==> src/rtl/fwd_bypass_unit.sv <==
// fwd_bypass_unit: parametrised operand bypass for the RV32I pipeline.
// Keeps a DEPTH-entry history of in-flight register writes (entry 0 = MEM,
// entry DEPTH-1 = oldest/WB) and forwards the youngest matching producer to
// each of NUM_SRC EX operands. A consumer of a load still sitting in entry 0
// gets a one-cycle stall; the load data is merged as the entry ages to 1.
// Optional build macro: FWD_BYPASS_PERF_EN adds saturating perf counters
// (perf_fwd_cnt, perf_stall_cnt).
module fwd_bypass_unit #(
  parameter int XLEN    = 32,
  parameter int AW      = 5,
  parameter int NUM_SRC = 2,
  parameter int DEPTH   = 2,
  localparam int SW     = $clog2(DEPTH + 1)
) (
  input  logic                    clk,
  input  logic                    rst_n,
  input  logic                    hold,
  input  logic                    ex_valid,
  input  logic                    ex_wr_en,
  input  logic [AW-1:0]           ex_rd,
  input  logic [XLEN-1:0]         ex_result,
  input  logic                    ex_is_load,
  input  logic [XLEN-1:0]         ld_rdata,
  input  logic [NUM_SRC*AW-1:0]   src_rs,
  input  logic [NUM_SRC*XLEN-1:0] src_rf,
  output logic [NUM_SRC*XLEN-1:0] fwd_data,
  output logic [NUM_SRC*SW-1:0]   fwd_sel,
  output logic                    stall
`ifdef FWD_BYPASS_PERF_EN
  ,
  output logic [31:0]             perf_fwd_cnt,
  output logic [31:0]             perf_stall_cnt
`endif
);

  // History state, one slot per post-EX stage.
  logic [DEPTH-1:0] vld_q, vld_d;
  logic [DEPTH-1:0] wr_q,  wr_d;
  logic [DEPTH-1:0] ld_q,  ld_d;
  logic [AW-1:0]    rd_q   [DEPTH];
  logic [AW-1:0]    rd_d   [DEPTH];
  logic [XLEN-1:0]  data_q [DEPTH];
  logic [XLEN-1:0]  data_d [DEPTH];

  // Per-channel flags gathered from the channel generate loop.
  logic [NUM_SRC-1:0] ch_stall;
  logic [NUM_SRC-1:0] ch_fwd;

  assign stall = |ch_stall;

  // Operand channels: each picks the youngest matching entry independently.
  for (genvar gi = 0; gi < NUM_SRC; gi++) begin : g_ch
    logic [AW-1:0]   rs;
    logic [SW-1:0]   sel;
    logic [XLEN-1:0] data;

    assign rs = src_rs[gi*AW +: AW];

    // Scan oldest to youngest so the youngest match overwrites older ones;
    // x0 is hard-wired zero and is never forwarded.
    always_comb begin
      sel  = '0;
      data = src_rf[gi*XLEN +: XLEN];
      for (int k = DEPTH - 1; k >= 0; k--) begin
        if (vld_q[k] && wr_q[k] && (rd_q[k] == rs) && (rs != '0)) begin
          sel  = SW'(k + 1);
          data = data_q[k];
        end
      end
    end

    // Load still in entry 0 has no data yet; a younger non-load match has
    // already won the scan above and so masks any older pending load.
    assign ch_stall[gi] = (sel == SW'(1)) && ld_q[0];
    assign ch_fwd[gi]   = (sel != '0);

    assign fwd_sel[gi*SW +: SW]       = sel;
    assign fwd_data[gi*XLEN +: XLEN]  = data;
  end

  // Next history: capture EX into entry 0 (bubble on stall), age the rest,
  // merging load data into the value that leaves entry 0.
  always_comb begin
    vld_d[0]  = ex_valid & ~stall;
    wr_d[0]   = ex_wr_en;
    rd_d[0]   = ex_rd;
    data_d[0] = ex_result;
    ld_d[0]   = ex_is_load & ex_valid & ~stall;
    for (int k = 1; k < DEPTH; k++) begin
      vld_d[k]  = vld_q[k-1];
      wr_d[k]   = wr_q[k-1];
      rd_d[k]   = rd_q[k-1];
      data_d[k] = ((k == 1) && ld_q[0]) ? ld_rdata : data_q[k-1];
      ld_d[k]   = 1'b0;
    end
  end

  // History registers: cleared on reset, frozen while the pipeline holds.
  always_ff @(posedge clk or negedge rst_n) begin
    if (!rst_n) begin
      vld_q <= '0;
      wr_q  <= '0;
      ld_q  <= '0;
      for (int k = 0; k < DEPTH; k++) begin
        rd_q[k]   <= '0;
        data_q[k] <= '0;
      end
    end else if (!hold) begin
      vld_q <= vld_d;
      wr_q  <= wr_d;
      ld_q  <= ld_d;
      for (int k = 0; k < DEPTH; k++) begin
        rd_q[k]   <= rd_d[k];
        data_q[k] <= data_d[k];
      end
    end
  end

`ifdef FWD_BYPASS_PERF_EN
  logic [31:0] perf_fwd_q;
  logic [31:0] perf_stall_q;

  // Saturating event counters, advanced only on non-hold cycles.
  always_ff @(posedge clk or negedge rst_n) begin
    if (!rst_n) begin
      perf_fwd_q   <= '0;
      perf_stall_q <= '0;
    end else if (!hold) begin
      if (stall && (perf_stall_q != '1)) begin
        perf_stall_q <= perf_stall_q + 32'd1;
      end
      if (!stall && (|ch_fwd) && (perf_fwd_q != '1)) begin
        perf_fwd_q <= perf_fwd_q + 32'd1;
      end
    end
  end

  assign perf_fwd_cnt   = perf_fwd_q;
  assign perf_stall_cnt = perf_stall_q;
`endif

endmodule
==> config.mk <==
export PLATFORM = sky130hd
export DESIGN_NAME = fwd_bypass_unit
export DESIGN_NICKNAME = d
export VERILOG_FILES = /design/src/rtl/fwd_bypass_unit.sv
export SDC_FILE = /design/constraint.sdc
export NUM_CORES = 1
export LEC_CHECK = 0
export CORE_UTILIZATION = 35
export DETAILED_ROUTE_END_ITERATION = 7
export PLACE_DENSITY = 0.76
export SLEW_MARGIN = 20
export SYNTH_ARGS = -nofsm -noshare
export SYNTH_HDL_FRONTEND = slang
export SYNTH_SLANG_ARGS = --single-unit
==> constraint.sdc <==
create_clock -name clk -period 2.2 [get_ports clk]
set_clock_uncertainty 0.2 [all_clocks]
set_input_delay 0.44 -clock clk [delete_from_list [all_inputs] [get_ports clk]]
set_output_delay 0.44 -clock clk [all_outputs]
set_load 0.05 [all_outputs]
==> results.yml, run 1 <==
clock_tree:
  clk_latency_ps: 350
  cts_num_sinks: 79
  numCtsBuffers: 9
  root_buffer: "clkbuf_16"
  h-tree-depth: 3
  path_clk_slew_ps: 70
  cts.path.max_buffers: 2
  cts_tree: "done"
pwr:
  leakage_nw: 3.97
  p_per_area_mw_per_mm2: 516
  power_mw: 5.55
  ir_worst_vdd_mv: 0.366
floorplan:
  core_area_sq_mm: 0.0134
  die_w_microns: 120
  rows: 42
  die_y_microns: 120
  ioPinCount: 218
  start_util: 0.363
  dieArea_sq_mm: 0.0144
routing:
  firstDrtPassIters: 4
  postRouteAntennaNets: 0
  wl_per_cell_microns: 22.2
  vias: 5065
  drt-total-wl_mm: 20.9
  drc: 0
  drtIter0Drc: 274
  via_per_inst: 5.38
global_route:
  grt.overflow.total: 0
  grt_pass1_wl_mm: 31.6
  grt_max_degree: 55
  grt.total_usage: 0.293
  antenna_found_initial: 0
  grt_pass1_vias: 5705
placed_design:
  dpl_cell_area_sq_mm: 0.00886
  dpl.hpwl_mm: 12.6
  gp_congestion: 0.819
  portBuffers: 217
cells_and_area:
  num_antenna_cells: 0
  fillers: 722
  final_cell_area_sq_mm: 0.0108
  drive_above_1_share: 0.493
  final_nets: 909
  regArea_sq_mm: 0.00198
  multi_input_area_sq_mm: 0.00433
  area_delta_synth_final_pct: 122
sta:
  slew_headroom: 0.666
  fin_ws_ps: -797
  worstMarginPinSlew_ps: 501
  fin_tns_setup_ps: -48830
  timing.final.crit_share: 1.36
  post-route-min-period_ps: 3000
  slew_violations: 0
  fmax_mhz: 334
  setup_viol: 69
  rsz0062_at_grt: "yes"
  hold_viol_final: 0
  worst_hold_slack_ps: 315
status:
  outcome: "complete, but fails checks"
  violations: "negative setup slack"
worst_hold_path:
  holdPathStages: 3
  hp-class: "input port to flop"
synth:
  synth-seq-cells: 79
  synthSimpleGateAreaFrac: 0.108
  post_synth_fa_ha_maj_area_fraction: 0
  muxShareOfSynthArea: 0.302
  synthTopCellsByArea: "dfrtp_1 (41%), mux2i_1 (20%), mux2_2 (10%)"
  synth_top_area_frac: 0.407
  synth_compound_area_frac: 0.106
  ys_types: 24
  synth-xor-area-share: 0.0360
  syn-cell-area_sq_mm: 0.00486
  synth_top_family_by_area: "multiplexers"
  syn_avg_cell_area_sq_um: 9.88
  ys_warn_count: 0
  yosysSeqAreaShare: 0.407
  synth_fp_nets: 641
  synth_area_leader_cell: "dfrtp_1"
  postSynthCellCount: 492
worst_setup_path:
  rr_worst_depth: 9
  reg2reg_slack_ps: 50
  end_kind: "primary output"
  rr_startpoint: "rd_d[3]"
  critical_path_arrival_ps: 2360
  crit_required_ps: 1560
  endpoint: "fwd_data[12]"
  crit_start: "rd_q[4]"
  startpoint_type: "flop"
  cp_max_fo: 5
  worst_r2r_endpoint: "ld_q[0]"
  worstSetupPathType: "flop to primary output"
job:
  maxCapViolations: 0
-- registers in the layout, summed over array words and instances (netlist names) --
register,cells
vld_q,2
wr_q,2
rd_q,5
rd_d,5
data_q,64
ld_q,1
-- cells in the mapped netlist --
library cell / n
buf_2: 7
nand3_1: 4
nor2_4: 2
nand2_1: 96
clkbuf_1: 13
dfrtp_1: 79
nand4_1: 4
nor2b_1: 4
buf_1: 6
a22o_1: 1
nor3_4: 2
mux2i_1: 96
buf_6: 5
xnor2_1: 20
a32o_1: 1
nor3_1: 1
or4_4: 2
mux2_2: 45
o21ai_1: 14
o21ai_0: 82
o21ai_4: 1
nor3_2: 1
buf_4: 5
inv_1: 1
-- metrics by stage --
stage                     std cells   util  worst slack (ps)
after global routing            941  0.804              -890
after CTS                       934  0.783              -766
final                           941  0.804              -797
after floorplan                 492      -              -281
after detailed placement        885  0.662             -1030
after global placement          885  0.662              -980
-- cells in the final DEF, fill, tap and decap left out, drive strengths merged, types with 2 or more instances in the layout --
cell           Yosys  layout
dfrtp             79      79
clkdlybuf4s50      0     136
clkbuf            13      11
mux2              45      45
nand4              4       4
xnor2             20      20
bufinv             0       3
nand3              4       4
mux2i             96      96
or4                2       2
buf               23     153
clkinv             0       2
nor2b              4       4
o21ai             97      97
nor2               2       2
nor3               4       4
dlygate4sd2        0       2
nand2             96      96
-- final cells by class --
type | instances | area share
clock inverter | 6 | 0.00999
timing repair buffer | 293 | 0.361
multi-input combinational | 376 | 0.402
inverter | 1 | 0.000349
clock buffer | 10 | 0.0222
sequential | 79 | 0.184
tap | 176 | 0.0204
-- worst min path at each step --
stage,slack (ps),start,end
after global routing,300,hold,data_q[0]
final,320,hold,data_q[0]
after CTS,310,hold,data_q[0]
after floorplan,-60,rst_n,data_q[0]
after detailed placement,240,rst_n,rd_d[1]
after global placement,220,rst_n,rd_d[1]
-- layer usage --
metal	GRT usage	part of all wire	vias to the layer above	wire [microns]
li1	-	-	2284	-
met2	0.536	0.54	228	11300
met3	0.0718	0.059	51	1230
met1	0.324	0.37	2502	7770
met4	0.114	0.030	0	637
met5	0	0	-	0
-- logic make-up (layout without fill, tap and decap cells) --
logic type / Yosys count / after routing
DFF: 79 / 79
AOI/OAI and AO/OA: 99 / 99
and+or+nand+nor: 116 / 116
xor gates and xnor gates: 20 / 20
muxes: 141 / 141
buffers and inverters: 37 / 310
-- critical path, stage by stage, from the launching register on --
cell	delay, ps
dfrtp_1	430
buf_6	150
xnor2_2	150
nand4_1	150
nor3_4	180
buf_12	170
buf_12	120
buf_12	150
mux2i_4	270
o21ai_4	80
buf_12	150
-- what timing repair did --
action | in CTS | in global routing
gates resized for setup | 194 | 36
pin swaps | 47 | 28
hold endpoints to repair | 33 | 0
hold buffers | 1 | 0
buffers inserted | 25 | 8
cloned | 8 | 1
endpoints found under the setup margin | 71 | 70
-- power by group --
part | total [mW] | leakage, nW | switching [mW] | internal, mW
clock network | 1.76 | 0.168 | 0.626 | 1.14
logic | 1.89 | 2.87 | 0.845 | 1.04
registers | 1.91 | 0.939 | 0.279 | 1.63
total | 5.55 | 3.97 | 1.75 | 3.80
Power figures use the tool's default switching activity.
==> run 2, diff against run 1 <==
Settings changed: SKIP_LAST_GASP set to 1.
==> run 2 against run 1 <==
Net effect: the flow still finishes with violations (negative setup slack); critical path depth stayed put; die area stayed put; worst setup slack worse by 37 ps; sequential share of layout area hardly changed; cell count stayed put; routed wire length hardly changed; combinational power hardly changed; critical path type unchanged.
==> results.yml, run 2 (synthesis gave the netlist of run 1 again) <==
cells_and_area:
  largest_register_ffs: 64
  fillers: 724
  multi_input_area_sq_mm: 0.00433
  stdcell_count: 941
  largest-register: "data_q"
  num_antenna_cells: 0
  area_delta_synth_final_pct: 121
  final_nets: 909
  layout_commonest_cell: "clkdlybuf4s50_1"
  regArea_sq_mm: 0.00198
  utilization: 0.803
  layout_common_cells: "clkdlybuf4s50_1 (136), nand2_1 (86), buf_12 (82), dfrtp_1 (76), o21ai_4 (65)"
  drive_above_1_share: 0.493
  final_cell_area_sq_mm: 0.0108
floorplan:
  dieArea_sq_mm: 0.0144
  core_area_sq_mm: 0.0134
  start_util: 0.363
  rows: 42
  die_w_microns: 120
  ioPinCount: 218
  die_y_microns: 120
clock_tree:
  cts.path.max_buffers: 2
  clk_latency_ps: 350
  cts_tree: "done"
  path_clk_slew_ps: 60
  cts_num_sinks: 79
  numCtsBuffers: 9
  h-tree-depth: 3
  root_buffer: "clkbuf_16"
status:
  violations: "negative setup slack"
  outcome: "complete, but fails checks"
sta:
  hold_viol_final: 0
  setup_viol: 69
  fin_tns_setup_ps: -50130
  fmax_mhz: 330
  worstMarginPinSlew_ps: 497
  slew_violations: 0
  timing.final.crit_share: 1.38
  fin_ws_ps: -834
  post-route-min-period_ps: 3030
  slew_headroom: 0.669
  rsz0062_at_grt: "yes"
pwr:
  leakage_nw: 3.97
  power_frac_seq: 0.344
  p_per_area_mw_per_mm2: 515
  ir_worst_vdd_mv: 0.379
  p_switching_mw: 1.74
  power.share.clock: 0.316
  p_int_mw: 3.80
  p_comb_frac: 0.340
  switching_share: 0.314
  power_mw: 5.55
routing:
  drc: 0
  vias: 5065
  firstDrtPassIters: 4
  postRouteAntennaNets: 0
  via_per_inst: 5.38
  wl_per_cell_microns: 22.2
  drtIter0Drc: 287
  drt-total-wl_mm: 20.9
global_route:
  grt.overflow.total: 0
  grt_max_degree: 55
  gr-usage-met2: 0.535
  grt_pass1_vias: 5715
  grt_use_met1: 0.324
  grt.total_usage: 0.293
  antenna_found_initial: 0
  grt_pass1_wl_mm: 31.7
  use_met3: 0.0718
  top_usage_layer: "met2"
placed_design:
  portBuffers: 217
  dpl.hpwl_mm: 12.6
  dpl_cell_area_sq_mm: 0.00886
  dpl.cell_count: 885
  gp_congestion: 0.819
worst_setup_path:
  critical_path_arrival_ps: 2390
  crit_required_ps: 1560
  cp_max_fo: 5
  startpoint_type: "flop"
  end_kind: "primary output"
  worstSetupPathType: "flop to primary output"
worst_hold_path:
  hp-class: "input port to flop"
job:
  maxCapViolations: 0
-- run 2: cell types whose count changed in the layout (fill, tap and decap cells not counted), sizes merged --
cell,previous run,this run
buf,153,152
clkdlybuf4s15,0,1
-- run 2: cell type report --
class | count | share of cell area
Clock buffer | 10 | 0.0222
Timing Repair Buffer | 293 | 0.361
Tap cell | 176 | 0.0205
Multi-Input combinational cell | 376 | 0.402
Sequential cell | 79 | 0.184
Clock inverter | 6 | 0.0100
Inverter | 1 | 0.000349
-- run 2: repair_timing --
| item | in CTS | in global routing |
|---|---|---|
| hold endpoints to repair | 33 | 0 |
| cloned | 8 | 1 |
| resized for setup | 189 | 36 |
| pin swaps | 45 | 27 |
| setup endpoints to repair | 71 | 70 |
| buffers inserted | 25 | 8 |
| hold buffers | 1 | 0 |
-- run 2: power groups by stage --
| stage | logic [mW] | registers [mW] | clock network [mW] |
|---|---|---|---|
| after global routing | 1.98 | 1.93 | 1.84 |
| after CTS | 1.83 | 1.87 | 1.78 |
| final | 1.89 | 1.91 | 1.75 |
| after global placement | 1.60 | 1.82 | 0 |
| after detailed placement | 1.64 | 1.83 | 0 |
| after floorplan | 0.852 | 1.77 | 0 |
-- run 2: through the flow --
stage / hold slack (ps) / setup WS, ps
3_5_place_dp: 236 / -1030
2_1_floorplan: -55.6 / -281
5_1_grt: 303 / -934
4_1_cts: 314 / -766
3_3_place_gp: 222 / -980
6_report: 317 / -834
-- run 2: path summary, 6_finish.rpt --
check                           start            to  slack (ps)  cells after the start
max                           rd_q[4]  fwd_data[12]        -830                     10
min                              hold     data_q[0]         320                      3
max reg2reg                   rd_d[3]       ld_q[0]          50                      9
min reg2reg                data_q[36]    data_q[36]         360                      1
max in group asynchronous       rst_n    data_q[28]         770                      3
min in group asynchronous       rst_n       rd_d[4]         390                      2
-- run 2: critical path: stages (launching register included) --
cell and delay, ps:
dfrtp_1 430, buf_6 150, xnor2_2 170, nand4_1 160
nor3_4 180, buf_12 170, buf_12 120, buf_12 150
mux2i_4 280, o21ai_4 80, buf_12 150
-- run 2: per-layer routing --
metal	share of wire	wire (microns)	vias up
met5	0	0	-
met4	0.030	625	0
met3	0.063	1320	51
met2	0.54	11200	244
met1	0.37	7740	2491
li1	-	-	2279
==> run 3, diff against run 2 <==
Settings changed: SKIP_CTS_REPAIR_TIMING set to 1.
==> run 3 against run 2 <==
Net effect: the flow still finishes with violations (negative setup slack); register-to-register slack got worse by 30 ps; global-route usage is 5.8 points lower; maximum frequency grew 2.6%; hold slack better by 6.4 ps; power shrank 1.9%; critical endpoint is now fwd_data[53]; sequential cell count unchanged.
==> results.yml, run 3 (synthesis gave the netlist of run 1 again) <==
sta:
  timing.final.crit_share: 1.34
  slew_violations: 0
  fmax_mhz: 338
  worstMarginPinSlew_ps: 490
  slew_headroom: 0.673
  fin_ws_ps: -756
  worst_hold_slack_ps: 323
  setup_viol: 69
  hold_viol_final: 0
  rsz0062_at_grt: "yes"
  post-route-min-period_ps: 2960
routing:
  drtIter0Drc: 198
  drc: 0
  via_per_inst: 5.23
  postRouteAntennaNets: 0
  drt-total-wl_mm: 18.8
  wl_per_cell_microns: 20.4
  firstDrtPassIters: 4
  vias: 4825
worst_setup_path:
  worst_r2r_endpoint: "ld_q[0]"
  worstSetupPathType: "flop to primary output"
  crit_required_ps: 1560
  rr_worst_depth: 10
  worst-path-buf-inv: 3
  cp_top_family: "buffers and inverters"
  reg2reg_slack_ps: 20
  cpMaxStageDelayCell: "dfrtp_1"
  critical_path_arrival_ps: 2320
  slowest_delay_ps: 430
  cp_max_fo: 8
  cp_cell_sequence: "xnor2_1 > nand4_1 > nor3_4 > buf_4 > clkbuf_16 > mux2i_4 > o21ai_4 > buf_12"
  startpoint_type: "flop"
  rr_startpoint: "rd_d[3]"
  end_kind: "primary output"
floorplan:
  die_y_microns: 120
  core_area_sq_mm: 0.0134
  dieArea_sq_mm: 0.0144
  ioPinCount: 218
  die_w_microns: 120
  rows: 42
  start_util: 0.363
cells_and_area:
  drive_above_1_share: 0.452
  layout_commonest_cell: "clkdlybuf4s50_1"
  largest-register: "data_q"
  final_nets: 890
  fillers: 785
  num_antenna_cells: 0
  area_delta_synth_final_pct: 114
  largest_register_ffs: 64
  layout_common_cells: "clkdlybuf4s50_1 (136), nand2_1 (95), dfrtp_1 (78), buf_12 (75), o21ai_4 (65)"
  stdcell_count: 922
global_route:
  grt_pass1_wl_mm: 26.3
  grt_max_degree: 55
  grt_pass1_vias: 5118
  grt.total_usage: 0.235
  antenna_found_initial: 0
  grt.overflow.total: 0
clock_tree:
  h-tree-depth: 3
  path_clk_slew_ps: 60
  cts_tree: "done"
  cts.path.max_buffers: 2
  numCtsBuffers: 9
  root_buffer: "clkbuf_16"
  clk_latency_ps: 350
  cts_num_sinks: 79
pwr:
  leakage_nw: 3.83
  ir_worst_vdd_mv: 0.353
  p_per_area_mw_per_mm2: 523
status:
  violations: "negative setup slack"
  outcome: "complete, but fails checks"
placed_design:
  gp_congestion: 0.819
  dpl.cell_count: 885
  dpl.hpwl_mm: 12.6
  portBuffers: 217
  pre_cts_ws_ps: -1030
worst_hold_path:
  holdPathStages: 3
  worstHoldStart: "hold"
  hp-class: "input port to flop"
  holdPathEnd: "data_q[0]"
job:
  maxCapViolations: 0
run 3: worst max path at each step:
stage,to,start,cells past startpoint,slack (ps)
2_1_floorplan,fwd_data[10],src_rs[1],6,-280
3_3_place_gp,fwd_data[39],src_rs[7],9,-980
3_5_place_dp,fwd_data[42],src_rs[7],9,-1030
4_1_cts,fwd_data[42],src_rs[7],9,-1040
5_1_grt,fwd_data[50],rd_q[3],8,-820
6_report,fwd_data[53],rd_q[3],8,-760
run 3: layer usage:
metal	track usage	routed length, microns	part of all wire
met1	0.264	7150	0.38
met2	0.429	10100	0.54
met3	0.0661	1160	0.061
met4	0.0719	393	0.021
met5	0	0	0
run 3: metrics by stage:
stage / utilization / instance area [sq um] / TNS [ps] / power (mW)
global route: 0.776 / 10400 / -53510 / 5.65
finish: 0.776 / 10400 / -46910 / 5.44
global placement: 0.662 / 8860 / -63600 / 3.42
CTS: 0.687 / 9210 / -66510 / 5.24
floorplan: - / 5640 / -17170 / 2.62
detailed placement: 0.662 / 8860 / -66960 / 3.48
run 3: worst reg2reg max path: cells and delay by family (launching register included):
kind	cells	cell delay [ps]
AO/OA/AOI/OAI	2	270
XOR/XNOR	1	150
buffers and inverters	5	660
flip-flops	1	420
AND/OR/NAND/NOR	2	380
run 3: report_power, final:
group	switching [mW]	leakage, nW	total (mW)	internal (mW)
logic	0.803	2.72	1.80	0.997
registers	0.265	0.942	1.89	1.63
clock network	0.615	0.168	1.75	1.14
total	1.68	3.83	5.44	3.76
run 3: layout make-up:
| cell class | instances | area (sq um) | share of cell area |
|---|---|---|---|
| multi-input combinational | 376 | 4220 | 0.406 |
| timing repair buffer | 274 | 3630 | 0.349 |
| sequential | 79 | 1980 | 0.190 |
| clock buffer | 10 | 239 | 0.0230 |
| tap | 176 | 220 | 0.0212 |
| clock inverter | 6 | 108 | 0.0103 |
| inverter | 1 | 3.75 | 0.000361 |
